[src/rtl/ram_access_ctrl.sv]
`timescale 1ns/1ps
// ram_access_ctrl
// ---------------
// CPU-side initiator for a halfword-wide data RAM that has an active-low
// write enable, writes on posedge and reads combinationally. The controller
// takes one 32-bit load/store request at a time. It breaks the request into
// the 16-bit RAM accesses it needs, and then reports completion with a
// one-cycle response pulse.
//
// Ports
//   clk, rst        clock; synchronous active-high reset
//   req_*           request handshake (valid/ready), direction, size,
//                   signedness, byte address and right-aligned store data
//   rsp_valid       one-cycle completion pulse
//   rsp_rdata       load result (0 for stores/errors), valid with rsp_valid
//   rsp_err         misaligned access or illegal size, valid with rsp_valid
//   ram_write_n     RAM write enable, low = write
//   ram_addr        RAM halfword address
//   ram_data_in     RAM write data
//   ram_data_out    RAM read data (combinational from ram_addr)
module ram_access_ctrl #(
    parameter int RAM_AW = 10
) (
    input  logic              clk,
    input  logic              rst,
    input  logic              req_valid,
    output logic              req_ready,
    input  logic              req_we,
    input  logic [1:0]        req_size,
    input  logic              req_unsigned,
    input  logic [RAM_AW:0]   req_addr,
    input  logic [31:0]       req_wdata,
    output logic              rsp_valid,
    output logic [31:0]       rsp_rdata,
    output logic              rsp_err,
    output logic              ram_write_n,
    output logic [RAM_AW-1:0] ram_addr,
    output logic [15:0]       ram_data_in,
    input  logic [15:0]       ram_data_out
);

    typedef enum logic [2:0] {
        S_IDLE,
        S_RD_LO,
        S_RD_HI,
        S_RMW_RD,
        S_WR_LO,
        S_WR_HI,
        S_RESP
    } state_t;

    localparam logic [1:0] SZ_BYTE = 2'b00;
    localparam logic [1:0] SZ_HALF = 2'b01;
    localparam logic [1:0] SZ_WORD = 2'b10;

    state_t            state_q, state_d;
    logic              we_q, we_d;
    logic [1:0]        size_q, size_d;
    logic              uns_q, uns_d;
    logic [RAM_AW:0]   addr_q, addr_d;
    logic [31:0]       wdata_q, wdata_d;
    logic [15:0]       lo_q, lo_d;
    logic [15:0]       hi_q, hi_d;
    logic              err_q, err_d;

    logic              req_bad;
    logic [RAM_AW-1:0] hidx;
    logic [RAM_AW-1:0] hidx_p1;
    logic              write_n_c;
    logic [7:0]        byte_sel;
    logic [31:0]       load_result;

    // Size 11 and any misaligned half/word are rejected before touching RAM.
    always_comb begin
        req_bad = 1'b0;
        case (req_size)
            SZ_BYTE: req_bad = 1'b0;
            SZ_HALF: req_bad = req_addr[0];
            SZ_WORD: req_bad = |req_addr[1:0];
            default: req_bad = 1'b1;
        endcase
    end

    // An aligned word always has an even halfword index, so H+1 never wraps.
    assign hidx    = addr_q[RAM_AW:1];
    assign hidx_p1 = hidx + RAM_AW'(1);

    // Load result formatting from the captured halfword(s).
    assign byte_sel = addr_q[0] ? lo_q[15:8] : lo_q[7:0];
    always_comb begin
        load_result = 32'h0;
        case (size_q)
            SZ_WORD: load_result = {hi_q, lo_q};
            SZ_HALF: load_result = uns_q ? {16'h0, lo_q} : {{16{lo_q[15]}}, lo_q};
            SZ_BYTE: load_result = uns_q ? {24'h0, byte_sel} : {{24{byte_sel[7]}}, byte_sel};
            default: load_result = 32'h0;
        endcase
    end

    always_comb begin
        state_d     = state_q;
        we_d        = we_q;
        size_d      = size_q;
        uns_d       = uns_q;
        addr_d      = addr_q;
        wdata_d     = wdata_q;
        lo_d        = lo_q;
        hi_d        = hi_q;
        err_d       = err_q;

        req_ready   = 1'b0;
        rsp_valid   = 1'b0;
        rsp_rdata   = 32'h0;
        rsp_err     = 1'b0;
        write_n_c   = 1'b1;
        ram_addr    = '0;
        ram_data_in = 16'h0;

        case (state_q)
            S_IDLE: begin
                req_ready = 1'b1;
                if (req_valid) begin
                    we_d    = req_we;
                    size_d  = req_size;
                    uns_d   = req_unsigned;
                    addr_d  = req_addr;
                    wdata_d = req_wdata;
                    lo_d    = 16'h0;
                    hi_d    = 16'h0;
                    err_d   = req_bad;
                    if (req_bad)
                        state_d = S_RESP;
                    else if (!req_we)
                        state_d = S_RD_LO;
                    else if (req_size == SZ_BYTE)
                        state_d = S_RMW_RD;
                    else
                        state_d = S_WR_LO;
                end
            end
            S_RD_LO: begin
                ram_addr = hidx;
                lo_d     = ram_data_out;
                state_d  = (size_q == SZ_WORD) ? S_RD_HI : S_RESP;
            end
            S_RD_HI: begin
                ram_addr = hidx_p1;
                hi_d     = ram_data_out;
                state_d  = S_RESP;
            end
            S_RMW_RD: begin
                ram_addr = hidx;
                lo_d     = ram_data_out;
                state_d  = S_WR_LO;
            end
            S_WR_LO: begin
                ram_addr  = hidx;
                write_n_c = 1'b0;
                if (size_q == SZ_BYTE)
                    // Replace only the addressed byte lane of the old halfword.
                    ram_data_in = addr_q[0] ? {wdata_q[7:0], lo_q[7:0]}
                                            : {lo_q[15:8], wdata_q[7:0]};
                else
                    ram_data_in = wdata_q[15:0];
                state_d = (size_q == SZ_WORD) ? S_WR_HI : S_RESP;
            end
            S_WR_HI: begin
                ram_addr    = hidx_p1;
                write_n_c   = 1'b0;
                ram_data_in = wdata_q[31:16];
                state_d     = S_RESP;
            end
            S_RESP: begin
                rsp_valid = 1'b1;
                rsp_err   = err_q;
                rsp_rdata = (err_q || we_q) ? 32'h0 : load_result;
                state_d   = S_IDLE;
            end
            default: state_d = S_IDLE;
        endcase
    end

    // The state register only clears on the reset edge. Gating the strobe
    // with rst therefore keeps a reset that lands in a write state from
    // committing that write.
    assign ram_write_n = rst | write_n_c;

    always_ff @(posedge clk) begin
        if (rst) begin
            state_q <= S_IDLE;
            we_q    <= 1'b0;
            size_q  <= 2'b00;
            uns_q   <= 1'b0;
            addr_q  <= '0;
            wdata_q <= 32'h0;
            lo_q    <= 16'h0;
            hi_q    <= 16'h0;
            err_q   <= 1'b0;
        end else begin
            state_q <= state_d;
            we_q    <= we_d;
            size_q  <= size_d;
            uns_q   <= uns_d;
            addr_q  <= addr_d;
            wdata_q <= wdata_d;
            lo_q    <= lo_d;
            hi_q    <= hi_d;
            err_q   <= err_d;
        end
    end

endmodule

[config.mk]
export PLATFORM = sky130hd
export DESIGN_NAME = ram_access_ctrl
export DESIGN_NICKNAME = d
export VERILOG_FILES = /design/src/rtl/ram_access_ctrl.sv
export SDC_FILE = /design/constraint.sdc
export NUM_CORES = 1
export LEC_CHECK = 0
export ABC_AREA = 1
export BUFFER_PORTS_ARGS = -buffer_cell sky130_fd_sc_hd__clkbuf_2
export CAP_MARGIN = 0
export CORE_ASPECT_RATIO = 0.5
export CORE_MARGIN = 1.5
export CORE_UTILIZATION = 50
export CTS_CLUSTER_SIZE = 8
export DETAILED_ROUTE_END_ITERATION = 8
export PLACE_DENSITY_LB_ADDON = 0.1
export SYNTH_ARGS = -nofsm -noshare
export SYNTH_HDL_FRONTEND = slang
export SYNTH_SLANG_ARGS = --single-unit
[constraint.sdc]
create_clock -name clk -period 1.45 [get_ports clk]
set_input_delay 0.0725 -clock clk [delete_from_list [all_inputs] [get_ports clk]]
set_output_delay 0.0725 -clock clk [all_outputs]
set_load 0.005 [all_outputs]
==> results.md, run 1 <==
* Max incr delay on CP at 0.34 ns
* Vias per inst at 5.45
* Antenna Nets Post-Route at 0
* Core Rows at 24
* Violated checks: setup timing
* TritonRoute pass-1 iters at 5
* CP endpoint kind: output port
* Post-Syn Instances at 693
* Synthesis warning total at 0
* Status: finished with violations
* # clock sinks at 83
* Most used cell along the critical path: o21ai_1
* Setup WS pre-CTS at -0.0170 ns
* Crit Path Max Fanout at 8
* Initial core utilization at 51.2%
* Share of Yosys cell area claimed by the top area cell type at 37.4%
* Count leader, synth: nor2_1
* Largest cells by area after synthesis: dfxtp_1 (37%), nor2_1 (11%), nand2_1 (11%), o21ai_0 (8.1%), nand3_1 (7.4%)
* H-tree depth at 3
* Number of distinct library cells after synthesis at 29
* FMAX at 583 MHz
* Share of synthesized flip-flops with an asynchronous set or reset at 0%
* Final Hold Viols at 0
* Final instance area at 0.00703 mm²
* Avg WL per Cell at 16.1 µm
* Fin util at 81.0%
* Global-route wire length before repair at 23,500 µm
* Endpoints failing setup at 62
* Chip width at 136 µm
* Post-layout min period at 1.71 ns
* Fraction of layout cells with a size suffix above 1 at 36.8%
* Placer congestion estimate at 0.938
* Peak VDD IR at 839 µV
* Cell Count, Final, Fillers Out at 1,031
* Root Driver: clkbuf_16
* Synthesis-to-finish area growth at 58.3%
* Mean post-synth cell area at 6.41 µm²
* Startpoint types: flip-flop
* LEAKAGE at 3.37 nW
* EDFF count, synth at 0
* Setup TNS at -9.35 ns
* Post-synthesis net count at 760
* Critical path required time at 1.38 ns
* RSZ-0062 raised after global routing: yes
* Multi-input gate area at 0.00275 mm²
* Die height at 69.6 µm
* Vias in the first global route at 4,967
* MaxCap Viol Count at 0
* DRC at 0
* Port bufs at 127
* Initial antenna violation count at 0
* Max-Slew Margin vs Limit at 68.3%
* Power per cell area at 1410 mW/mm²
* Nets at 977
* Slew of the pin with the lowest slew margin at 0.470 ns
* Die area at 0.00949 mm²
* Cell count after placement at 929
* Num CTS Buffers at 9
* Clock Skew at 0.00852 ns
* Crit path kind: flip-flop to output port
* Crit path buffers/inverters at 2
* Reg2reg setup slack at -0.03 ns
* Detailed Route Iter0 Violations at 490
* Most instantiated cells after synthesis: nor2_1 (134), nand2_1 (132), dfxtp_1 (83)
* # fillers at 564
* Diodes inserted at 0
* Synth Register Bits at 83
* Yosys top cell by area: dfxtp_1
* Largest delay contributor family on the critical path: compound AO/OA/AOI/OAI gates
* Clock transition at path regs at 0.06 ns
* Setup WS post-layout at -0.265 ns
* Arrival time worst endpoint at 1.64 ns
* Post-Place Cell Area at 0.00532 mm²
* Critical Path, Cell by Cell: nor2_4 > buf_6 > o21ai_1 > o21ai_1 > nand2_1 > o21ai_1 > buf_2
* Tightest Hold Check Type: input pin to flip-flop
* Ys flop type: dfxtp_1
* Hpwl dp at 9420 µm
* CTS tree: yes
* Slew Limit Fails at 0
* Period utilisation layout at 118%
* DRT Wirelength at 16,600 µm
* Post-synthesis sequential area ratio at 37.4%
* GRT overflow at 0
* Floorplan core area at 0.00868 mm²
* Vias post-DR at 5,624
* FF/Latch Area at 0.00169 mm²
* Skew-Pair Late Insertion Delay at 0.34 ns
* Gr usage total at 31.3%
* Slowest cell on the critical path: dfxtp_2
* Cell Area, Synth at 0.00444 mm²
* # IOs at 128
* Clock buffer depth at 2
* Largest net degree at the start of global routing at 50
==> cell type report <==
type	count	share of cell area, %
clock inverter	6	1.64
timing repair inverter	3	0.392
inverter	60	3.70
multi-input combinational	510	39.1
clock buffer	9	3.20
sequential	83	24.1
tap	117	2.08
timing repair buffer	243	25.8
==> per-layer routing <==
layer	vias up	track usage, %	share of wire, %
met4	0	8.39	2.3
met2	290	50.4	47
li1	2673	-	-
met5	-	0	0
met1	2611	42.2	42
met3	50	6.94	8.6
==> state kept, by name, indices dropped and copies added (netlist names), 2 cells and up <==
signal	flops
addr_q	11
hi_q	16
lo_q	16
size_q	2
state_q	3
wdata_q	32
==> what timing repair did <==
item,in CTS,in global routing
pin swaps,23,25
hold endpoints to repair,61,0
gates resized for setup,109,105
endpoints found under the setup margin,58,58
setup buffers,10,16
hold buffers,54,0
gates cloned,4,3
==> final timing paths <==
check        depth (start not counted)             from              to
max                                  7        size_q[1]  ram_data_in[9]
min                                  3  ram_data_out[7]         lo_q[7]
max reg2reg                          8       state_q[1]     wdata_q[19]
min reg2reg                          2          hi_q[1]         hi_q[1]
==> placed cells by master (no fill, tap or decap), drive strengths merged <==
| cell | netlist | layout |
|---|---|---|
| ha | 1 | 1 |
| a21oi | 44 | 44 |
| clkinvlp | 0 | 2 |
| o22ai | 4 | 4 |
| o21ai | 96 | 96 |
| dlygate4sd3 | 0 | 54 |
| or2 | 1 | 1 |
| nor2 | 141 | 141 |
| clkbuf | 12 | 122 |
| nand2 | 138 | 139 |
| nand4 | 7 | 7 |
| clkinv | 1 | 3 |
| bufinv | 0 | 3 |
| nand3 | 67 | 67 |
| nand3b | 1 | 1 |
| inv | 59 | 61 |
| dfxtp | 83 | 83 |
| buf | 29 | 76 |
| nor3 | 7 | 7 |
| and2 | 1 | 1 |
| nor3b | 1 | 1 |
==> where the power goes <==
group	internal, mW	total (mW)	switching [mW]
Clock	1.68	2.65	0.966
Sequential	2.75	3.20	0.453
Combinational	1.67	4.07	2.40
==> kinds of logic (layout without fill, tap and decap cells) <==
group	Yosys count	in the layout	synth area share (%)
simple gates	364	365	35.4
compound gates	144	144	16.3
buf+inv	101	321	10.5
flops	83	83	37.4
fa+ha+maj	1	1	0.282
==> worst reg2reg max path, cell delays in order (launching register included) <==
cell,delay [ns]
dfxtp_4,0.37
nor2_4,0.14
buf_4,0.13
nand2_2,0.09
inv_4,0.10
nand2_4,0.07
buf_12,0.18
nor2_1,0.21
nor2_1,0.08
==> stage by stage <==
| step | hold slack [ns] | total power, mW |
|---|---|---|
| final | 0.0135 | 9.91 |
| after global routing | 0.0153 | 10.4 |
| after CTS | 0.000732 | 9.19 |
| after detailed placement | 0.302 | 5.93 |
| after global placement | 0.294 | 5.90 |
| after floorplan | 0.207 | 4.93 |
No activity file was read; power rests on OpenSTA's default activity.
==> inputs of run 2 (changes only) <==
Settings changed: MAX_ROUTING_LAYER from default to met4.
==> results.md, run 2 (synthesis results as in run 1) <==
* Status: finished with violations
* Violated checks: hold timing, setup timing
* Critical Path, Cell by Cell: nor2_4 > buf_12 > buf_8 > o21ai_2 > o21ai_1 > nand2_1 > o21ai_1 > buf_2
* Gr usage total at 32.4%
* # clock sinks at 83
* Met1 WL at 7080 µm
* Slowest cell on the critical path: dfxtp_2
* Floorplan core area at 0.00868 mm²
* Fin util at 82.1%
* Largest net degree at the start of global routing at 50
* Critical path required time at 1.38 ns
* Startpoint types: flip-flop
* Most used cell along the critical path: o21ai_1
* Synthesis-to-finish area growth at 60.5%
* Setup WS post-layout at -0.265 ns
* Met2 WL at 8060 µm
* Clock transition at path regs at 0.07 ns
* Skew-Pair Late Insertion Delay at 0.35 ns
* Tightest Hold Check Type: input pin to flip-flop
* Peak VDD IR at 873 µV
* Max Used Layer: met4
* Max FFs per register at 32
* Chip width at 136 µm
* Largest delay contributor family on the critical path: buffers and inverters
* Period utilisation layout at 118%
* WHS at -0.0120 ns
* Crit path kind: flip-flop to output port
* Clock buffer depth at 2
* Most common cell after layout, fill and taps aside: nor2_1
* DRT Wirelength at 17,300 µm
* Diodes inserted at 0
* Crit path buffers/inverters at 3
* Hpwl dp at 9650 µm
* Vias post-DR at 5,796
* Tot Pwr at 10.3 mW
* Vias per inst at 5.57
* Detailed Route Iter0 Violations at 503
* Die area at 0.00949 mm²
* CP endpoint kind: output port
* Largest regs: wdata_q (32), hi_q (16), lo_q (16)
* Most frequent cells in the layout: nor2_1 (124), nand2_1 (121), clkbuf_2 (109), dfxtp_1 (70), nand3_1 (60)
* Slew of the pin with the lowest slew margin at 0.370 ns
* Global-route wire length before repair at 23,400 µm
* Root Driver: clkbuf_16
* H-tree depth at 3
* Core Rows at 24
* LEAKAGE at 3.35 nW
* Port bufs at 127
* Post-layout min period at 1.72 ns
* Initial core utilization at 51.2%
* Max-Slew Margin vs Limit at 75.1%
* Crit Path Max Fanout at 8
* Initial antenna violation count at 0
* Avg WL per Cell at 16.6 µm
* Final Hold Viols at 1
* Antenna Nets Post-Route at 0
* Slew Limit Fails at 0
* Endpoints failing setup at 106
* # IOs at 128
* Die height at 69.6 µm
* Arrival time worst endpoint at 1.64 ns
* Max incr delay on CP at 0.34 ns
* DRC at 0
* Clock Skew at 0.00840 ns
* Nets at 985
* MaxCap Viol Count at 0
* Placer congestion estimate at 0.990
* Power per cell area at 1450 mW/mm²
* RSZ-0062 raised after global routing: yes
* Vias in the first global route at 4,856
* Setup WS pre-CTS at -0.00944 ns
* Largest Register: wdata_q
* GRT overflow at 0
* Num CTS Buffers at 9
* TritonRoute pass-1 iters at 8
* FMAX at 583 MHz
* CTS tree: yes
* WL met3 at 1620 µm
* Setup TNS at -15.11 ns
* Fraction of layout cells with a size suffix above 1 at 33.9%
## run 2: cell count changes in the layout (fill, tap and decap cells not counted), sizes merged
cell,delta
dlygate4sd3,+4
clkinv,+2
buf,+5
clkbuf,+1
bufinv,-1
inv,-4
clkinvlp,+2
## run 2: report_power, final
group / total [mW] / internal, mW / switching [mW]
Sequential: 3.19 / 2.75 / 0.448
Clock: 2.56 / 1.57 / 0.996
Combinational: 4.57 / 1.98 / 2.59
Total: 10.3 / 6.29 / 4.04
## run 2: cell type report
class | count | area, µm²
Clock inverter | 5 | 85.1
Inverter | 60 | 279
Multi-Input combinational cell | 510 | 2670
Sequential cell | 83 | 1700
Fill cell | 527 | 1550
Tap cell | 117 | 146
Timing Repair Buffer | 251 | 1980
Timing Repair inverter | 3 | 31.3
Clock buffer | 11 | 243
## run 2: path summary, 6_finish.rpt
check                                   start               to  slack, ns  cells past startpoint
worst max-delay path                size_q[1]  ram_data_in[11]      -0.27                      8
worst min-delay path            req_wdata[16]      wdata_q[16]      -0.01                      3
worst max register to register     state_q[0]        addr_q[0]      -0.23                      7
worst min register to register        hi_q[4]          hi_q[4]       0.48                      2
## run 2: timing repair
action,CTS,global route
hold buffers,58,0
cloned,3,6
buffers inserted,12,17
pin swaps,18,23
endpoints found under the setup margin,59,61
endpoints found under the hold margin,65,0
gates resized for setup,110,102
## run 2: stage by stage
stage                     std cells  instance area, µm²
final                          1040                7130
after global routing           1040                7130
after CTS                      1018                6620
after detailed placement        929                5320
after global placement          929                5320
after floorplan                 693                4440
## run 2: worst reg2reg max path: cells and delay by family (launching register included)
family          cells  cell delay [ns]
compound gates      1             0.11
buf+inv             2             0.41
flops               1             0.38
simple gates        4             0.70
## run 2: metal layers
layer | vias up | GRT usage [%]
met1 | 2693 | 42.3
met2 | 332 | 51.0
met3 | 71 | 6.80
met4 | 0 | 9.10
li1 | 2700 | -
met5 | - | -
